`src/rtl/fan_run_scheduler_if.sv`:
```
// Request channel between the menu/gesture front end and the fan run scheduler.
// The front end (master) offers a gear/clean request; the scheduler (slave) returns ready.
interface fan_run_scheduler_if;
    logic       req_valid;
    logic [3:0] req_mode;
    logic       req_ready;

    modport master (
        output req_valid,
        output req_mode,
        input  req_ready
    );

    modport slave (
        input  req_valid,
        input  req_mode,
        output req_ready
    );
endinterface

```
`src/rtl/fan_run_scheduler.sv`:
```
// Range-hood fan run scheduler: gear selection, timed high-gear burst, self-clean
// countdown, delayed stop, run-time accumulation and clean reminder.
// Optional feature macro: SCHED_BEEP_EN (builds the beep_pulse generator; otherwise 0).
module fan_run_scheduler #(
    parameter int unsigned HIGH_LIMIT_S = 60,
    parameter int unsigned CLEAN_S      = 180,
    parameter int unsigned OFF_DELAY_S  = 10,
    parameter int unsigned CNT_W        = 8
) (
    input  logic                 clk,
    input  logic                 reset,
    input  logic                 tick_1s,
    input  logic                 power_on,
    fan_run_scheduler_if.slave   req,
    input  logic [15:0]          reminder_limit,
    output logic [1:0]           fan_gear,
    output logic                 cleaning,
    output logic [CNT_W-1:0]     remain_s,
    output logic [15:0]          work_s,
    output logic                 clean_reminder,
    output logic                 beep_pulse
);

    typedef enum logic [2:0] {
        S_IDLE,
        S_LOW,
        S_MID,
        S_HIGH,
        S_CLEAN,
        S_DELAY_OFF
    } state_t;

    localparam logic [3:0] MODE_OFF   = 4'd0;
    localparam logic [3:0] MODE_LOW   = 4'd1;
    localparam logic [3:0] MODE_MID   = 4'd2;
    localparam logic [3:0] MODE_HIGH  = 4'd3;
    localparam logic [3:0] MODE_CLEAN = 4'd4;

    state_t             state_q;
    state_t             state_d;
    logic [CNT_W-1:0]   remain_d;
    logic [15:0]        work_d;
    logic               take_req;
    logic               expire;
    logic               clean_done;

    function automatic logic [1:0] gear_of(input state_t s);
        case (s)
            S_LOW, S_DELAY_OFF: gear_of = 2'd1;
            S_MID:              gear_of = 2'd2;
            S_HIGH, S_CLEAN:    gear_of = 2'd3;
            default:            gear_of = 2'd0;
        endcase
    endfunction

    assign req.req_ready    = power_on & (state_q != S_CLEAN);
    assign clean_reminder   = (work_s >= reminder_limit);

    // Next state and countdown: an effective request overrides the tick; ignored
    // requests (off in IDLE/DELAY_OFF, clean outside IDLE, unknown modes) let the
    // countdown run on; loss of power overrides everything.
    always_comb begin
        state_d    = state_q;
        remain_d   = remain_s;
        take_req   = 1'b0;
        expire     = 1'b0;
        clean_done = 1'b0;

        if (req.req_valid && req.req_ready) begin
            case (req.req_mode)
                MODE_LOW: begin
                    state_d  = S_LOW;
                    remain_d = '0;
                    take_req = 1'b1;
                end
                MODE_MID: begin
                    state_d  = S_MID;
                    remain_d = '0;
                    take_req = 1'b1;
                end
                MODE_HIGH: begin
                    state_d  = S_HIGH;
                    remain_d = CNT_W'(HIGH_LIMIT_S);
                    take_req = 1'b1;
                end
                MODE_OFF: begin
                    if (state_q inside {S_LOW, S_MID, S_HIGH}) begin
                        state_d  = S_DELAY_OFF;
                        remain_d = CNT_W'(OFF_DELAY_S);
                        take_req = 1'b1;
                    end
                end
                MODE_CLEAN: begin
                    if (state_q == S_IDLE) begin
                        state_d  = S_CLEAN;
                        remain_d = CNT_W'(CLEAN_S);
                        take_req = 1'b1;
                    end
                end
                default: ;
            endcase
        end

        if (!take_req && tick_1s && (state_q inside {S_HIGH, S_CLEAN, S_DELAY_OFF})) begin
            if (remain_s == CNT_W'(1)) begin
                remain_d = '0;
                expire   = 1'b1;
                state_d  = (state_q == S_HIGH) ? S_MID : S_IDLE;
            end else begin
                remain_d = remain_s - CNT_W'(1);
            end
        end

        if (!power_on) begin
            state_d  = S_IDLE;
            remain_d = '0;
            expire   = 1'b0;
        end

        clean_done = expire && (state_q == S_CLEAN);
    end

    // Run-time accumulator: counts powered-fan seconds outside self-clean, saturating.
    always_comb begin
        work_d = work_s;
        if (tick_1s && (fan_gear != 2'd0) && (state_q != S_CLEAN) && (work_s != '1)) begin
            work_d = work_s + 16'd1;
        end
        if (clean_done) begin
            work_d = '0;
        end
    end

    // State and registered outputs.
    always_ff @(posedge clk) begin
        if (reset) begin
            state_q  <= S_IDLE;
            fan_gear <= '0;
            cleaning <= 1'b0;
            remain_s <= '0;
            work_s   <= '0;
        end else begin
            state_q  <= state_d;
            fan_gear <= gear_of(state_d);
            cleaning <= (state_d == S_CLEAN);
            remain_s <= remain_d;
            work_s   <= work_d;
        end
    end

`ifdef SCHED_BEEP_EN
    logic reminder_q;

    // One-clk beep on high-gear timeout, clean completion and a rising clean reminder.
    always_ff @(posedge clk) begin
        if (reset) begin
            beep_pulse <= 1'b0;
            reminder_q <= 1'b0;
        end else begin
            beep_pulse <= (expire && (state_q inside {S_HIGH, S_CLEAN}))
                          || (clean_reminder && !reminder_q);
            reminder_q <= clean_reminder;
        end
    end
`else
    assign beep_pulse = 1'b0;
`endif

endmodule

```
`src/flat_wrapper.sv`:
```
// flat-port wrapper written by rule: the top's interface ports become plain ports
module fan_run_scheduler_flat 
#(
    parameter int unsigned HIGH_LIMIT_S = 60,
    parameter int unsigned CLEAN_S      = 180,
    parameter int unsigned OFF_DELAY_S  = 10,
    parameter int unsigned CNT_W        = 8
)
  (clk, reset, tick_1s, power_on, reminder_limit, fan_gear, cleaning, remain_s, work_s, clean_reminder, beep_pulse, req_req_valid, req_req_mode, req_req_ready);
  fan_run_scheduler_if req_i ();
  input  logic clk;
  input  logic reset;
  input  logic tick_1s;
  input  logic power_on;
  input  logic [15:0] reminder_limit;
  output logic [1:0] fan_gear;
  output logic cleaning;
  output logic [CNT_W-1:0] remain_s;
  output logic [15:0] work_s;
  output logic clean_reminder;
  output logic beep_pulse;
  input wire logic [$bits(req_i.req_valid)-1:0] req_req_valid;
  input wire logic [$bits(req_i.req_mode)-1:0] req_req_mode;
  output wire logic [$bits(req_i.req_ready)-1:0] req_req_ready;
  assign req_i.req_valid = req_req_valid;
  assign req_i.req_mode = req_req_mode;
  assign req_req_ready = req_i.req_ready;
  fan_run_scheduler #(.HIGH_LIMIT_S(HIGH_LIMIT_S), .CLEAN_S(CLEAN_S), .OFF_DELAY_S(OFF_DELAY_S), .CNT_W(CNT_W)) u_core (.clk(clk), .reset(reset), .tick_1s(tick_1s), .power_on(power_on), .req(req_i), .reminder_limit(reminder_limit), .fan_gear(fan_gear), .cleaning(cleaning), .remain_s(remain_s), .work_s(work_s), .clean_reminder(clean_reminder), .beep_pulse(beep_pulse));
endmodule
```
`config.mk`:
```
export PLATFORM = sky130hd
export DESIGN_NAME = fan_run_scheduler_flat
export DESIGN_NICKNAME = d
export VERILOG_FILES = /design/src/rtl/fan_run_scheduler_if.sv /design/src/rtl/fan_run_scheduler.sv /design/src/flat_wrapper.sv
export SDC_FILE = /design/constraint.sdc
export NUM_CORES = 1
export LEC_CHECK = 0
export CORE_ASPECT_RATIO = 0.5
export CORE_MARGIN = 4
export CORE_UTILIZATION = 48
export DETAILED_ROUTE_END_ITERATION = 8
export PLACE_DENSITY = 0.8
export SLEW_MARGIN = 10
export SYNTH_ARGS = -nofsm -noshare
export SYNTH_HDL_FRONTEND = slang
export SYNTH_SLANG_ARGS = --single-unit
```
`constraint.sdc`:
```
create_clock -name clk -period 2.7 [get_ports clk]
set_input_delay 0.405 -clock clk [delete_from_list [all_inputs] [get_ports clk]]
set_output_delay 0.405 -clock clk [all_outputs]
set_load 0.1 [all_outputs]
```
==> impl_results.md <==
* Vias/cell at 5.469
* Die area at 0.005366 mm^2
* Router iterations before antenna repair at 4
* #FFs+latches synth at 30
* Ports at 55
* Layout fillers at 352
* Crit Path Max Fanout at 2
* Crit path cell chain: clkdlybuf4s50_1 > inv_1 > ha_1 > a21o_1 > a21o_1 > a21oi_2 > o211ai_1 > a41o_1 > buf_12
* Final clock skew at 13.79 ps
* Sequential power share at 43.3%
* Final setup TNS at 0 ps
* Setup bufs post-CTS at 0
* Net Sw Power at 249.4 uW
* Net switching fraction of the power at 24.18%
* Post-synthesis async set-or-reset flop share at 0%
* Root buffer cell: clkbuf_8
* Mapped Nets at 285
* # diodes at 0
* CP arrival at 2220 ps
* CTS tree: built
* Critical path type: input port to output pin
* Area occupied by multi-input gates at 0.001326 mm^2
* Final wirelength at 5071 um
* Starting Density at 50.88%
* Total gr overflow at 0
* Max Freq at 0.3814 GHz
* Cell Pwr Density at 380.0 mW/mm^2
* DP Worst Slack at -45.42 ps
* Nets at 347
* Die Span Y at 53.84 um
* CTS Buf Count at 5
* # rows at 16
* Final Core Density at 68.47%
* Worst EP required at 2300 ps
* Largest net degree at the start of global routing at 17
* Final Cycle Share at 97.11%
* Final hold viol count at 0
* Hold crit path type: flip-flop to flip-flop
* Post-Syn Area at 0.002017 mm^2
* Max-slew violations at 0
* Gate power share at 12.8%
* Avg Inst Size Synth at 8.369 um^2
* Sequential area share after synthesis at 29.78%
* Ys Warns at 0
* Worst VDD drop at 198.4 uV
* Max transition margin at 47.82%
* Setup repair after global routing missed its margin: false
* Hold buffer count at CTS at 0
* Drt wl/cell at 14.16 um
* Static leakage at 1.223 nW
* Worst Setup Start Kind: input port
* Top_reg_cell synth: dfxtp_1
* Layout cell share with drive strength beyond 1 at 22.04%
* Port buffer count at 53
* Global-route wire length before repair at 8493 um
* Worst-margin pin slew at 778.0 ps
* Total of max-cap violations at 0
* Fin Hold WS at 510.3 ps
* Gr usage total at 19.97%
* Post-synth EDFFs at 0
* Status: finished, final reports clean
* Crit. End Element: output pin
* DR iter-0 viols at 37
* Antenna violations before repair at 0
* Area grow syn2layout at 34.55%
* Clock Power Share at 43.9%
* Post-DRT Antenna Nets at 0
* Vias in the first global route at 1,895
* Internal at 781.9 uW
* Die Wd at 99.67 um
* Mapped Cells at 241
* CTS H-tree depth at 2
* DRC viols at 0
* Critical Path Most Common Cell: a21o_1
* Period minus WS final at 2622 ps
* Core Region at 0.003964 mm^2
* Clk Latency, worst-skew pair at 290 ps
* Reg clk slew, reported paths at 60 ps
* Placer Congestion at 0.7986
* Post-DP HPWL at 3972 um
* Yosys cell types at 52
* Setup-failing EPs final at 0
* Longest Clk Path Bufs at 2
* CP max stage cell: clkdlybuf4s50_1
* Reg area at 614.3 um^2
* Max stage delay on crit path at 450 ps
* Via Count at 1,958
* Final setup margin at 77.93 ps
* Clk sink count at 30
-- cell type report --
| class | count | area share (%) |
|---|---|---|
| clock buffers | 7 | 2.812 |
| clock inverters | 1 | 1.107 |
| inverters | 21 | 2.905 |
| multi-input cells | 187 | 48.87 |
| flip-flops and latches | 30 | 22.64 |
| well taps | 54 | 2.490 |
| repair buffers | 58 | 19.18 |
-- cell usage in the layout, fill, tap and decap left out, types with 3 or more instances in the layout --
master | Yosys | layout
xor2_1 | 10 | 10
nor2_1 | 27 | 27
a21oi_1 | 21 | 19
clkbuf_8 | 0 | 5
ha_1 | 19 | 19
inv_1 | 21 | 21
nand3_1 | 5 | 5
o21ai_0 | 8 | 7
dfxtp_1 | 30 | 19
clkdlybuf4s50_1 | 0 | 24
nor2b_1 | 4 | 4
nor3_1 | 7 | 7
nand2_1 | 13 | 13
xnor2_1 | 4 | 4
buf_4 | 2 | 32
and2_1 | 3 | 3
nand4_1 | 5 | 5
mux2i_1 | 4 | 4
a21o_1 | 5 | 5
and4_1 | 3 | 3
and3_1 | 5 | 5
dfxtp_2 | 0 | 11
-- cell usage after synthesis (2+ instances only) --
master | n | share of area (%)
dfxtp_1 | 30 | 30
nor2_1 | 27 | 5.0
a21oi_1 | 21 | 5.2
inv_1 | 21 | 3.9
ha_1 | 19 | 12
nand2_1 | 13 | 2.4
xor2_1 | 10 | 4.3
o21ai_0 | 8 | 2.0
nor3_1 | 7 | 1.7
a21o_1 | 5 | 1.9
and3_1 | 5 | 1.6
nand3_1 | 5 | 1.2
nand4_1 | 5 | 1.6
mux2i_1 | 4 | 2.0
nor2b_1 | 4 | 1.2
xnor2_1 | 4 | 1.7
and2_1 | 3 | 0.93
and4_1 | 3 | 1.3
nand2b_1 | 3 | 0.93
a211oi_1 | 2 | 0.74
a31oi_1 | 2 | 0.62
and3_2 | 2 | 0.74
buf_4 | 2 | 0.74
nand4bb_1 | 2 | 1.1
nor3b_1 | 2 | 0.74
nor4_1 | 2 | 0.62
o211ai_1 | 2 | 0.74
o21a_1 | 2 | 0.74
or3_2 | 2 | 0.74
or3b_2 | 2 | 0.87
-- metrics by stage --
step / power (mW) / instances / area [um^2]
final: 1.031 / 358 / 2714
after global routing: 1.066 / 358 / 2714
after CTS: 1.029 / 358 / 2703
after detailed placement: 0.5853 / 350 / 2592
after global placement: 0.5824 / 350 / 2592
after floorplan: 0.5262 / 241 / 2031
-- worst max-delay path, delay by kind of cell --
kind	cells	cell delay [ps]
adders and majority gates	1	300
AOI/OAI and AO/OA	5	840
buffers and inverters	3	670
-- cells by family (layout without fill, tap and decap cells) --
family,Yosys count,in the layout,share of synthesized area (%)
compound gates,53,53,17.00
xor+xnor,14,14,6.079
fa+ha+maj,19,19,11.79
buf+inv,24,87,5.211
flops,30,30,29.78
mux,5,5,2.543
other cells,1,1,0.1859
simple gates,95,95,27.42
-- final timing paths --
path                                                 startpoint                             end  slack [ps]  depth (start not counted)
worst max-delay path                          reminder_limit[9]                  clean_reminder          80                          9
worst min register to register   u_core.work_s[14]$_SDFFE_PP0P_  u_core.work_s[14]$_SDFFE_PP0P_         510                          2
worst max register to register  u_core.remain_s[2]$_SDFFE_PP0P_   u_core.work_s[2]$_SDFFE_PP0P_         550                          4
worst min-delay path             u_core.work_s[14]$_SDFFE_PP0P_  u_core.work_s[14]$_SDFFE_PP0P_         510                          2
-- power groups by stage --
stage	clock (mW)	sequential, mW	combinational, mW
floorplan	0	0.468	0.0578
global placement	0	0.457	0.126
detailed placement	0	0.457	0.128
CTS	0.453	0.447	0.130
global route	0.477	0.447	0.142
finish	0.453	0.447	0.132
-- registers in the layout, summed over array words and instances (netlist names) --
name,count
u_core.state_q,3
u_core.work_s,16
u_core.remain_s,8
u_core.cleaning,1
u_core.fan_gear,2
-- routing by layer --
| metal | wire (um) | vias to the layer above | track usage, % |
|---|---|---|---|
| met5 | 0 | - | 0 |
| met4 | 61 | 0 | 5.669 |
| met3 | 213 | 9 | 4.269 |
| met2 | 2491 | 47 | 36.53 |
| met1 | 2304 | 906 | 24.23 |
| li1 | - | 996 | - |
-- repair_timing --
item,in CTS,in global routing
resized for setup,1,3
setup endpoints to repair,1,1
pin swaps,1,5
Power figures use the tool's default switching activity.
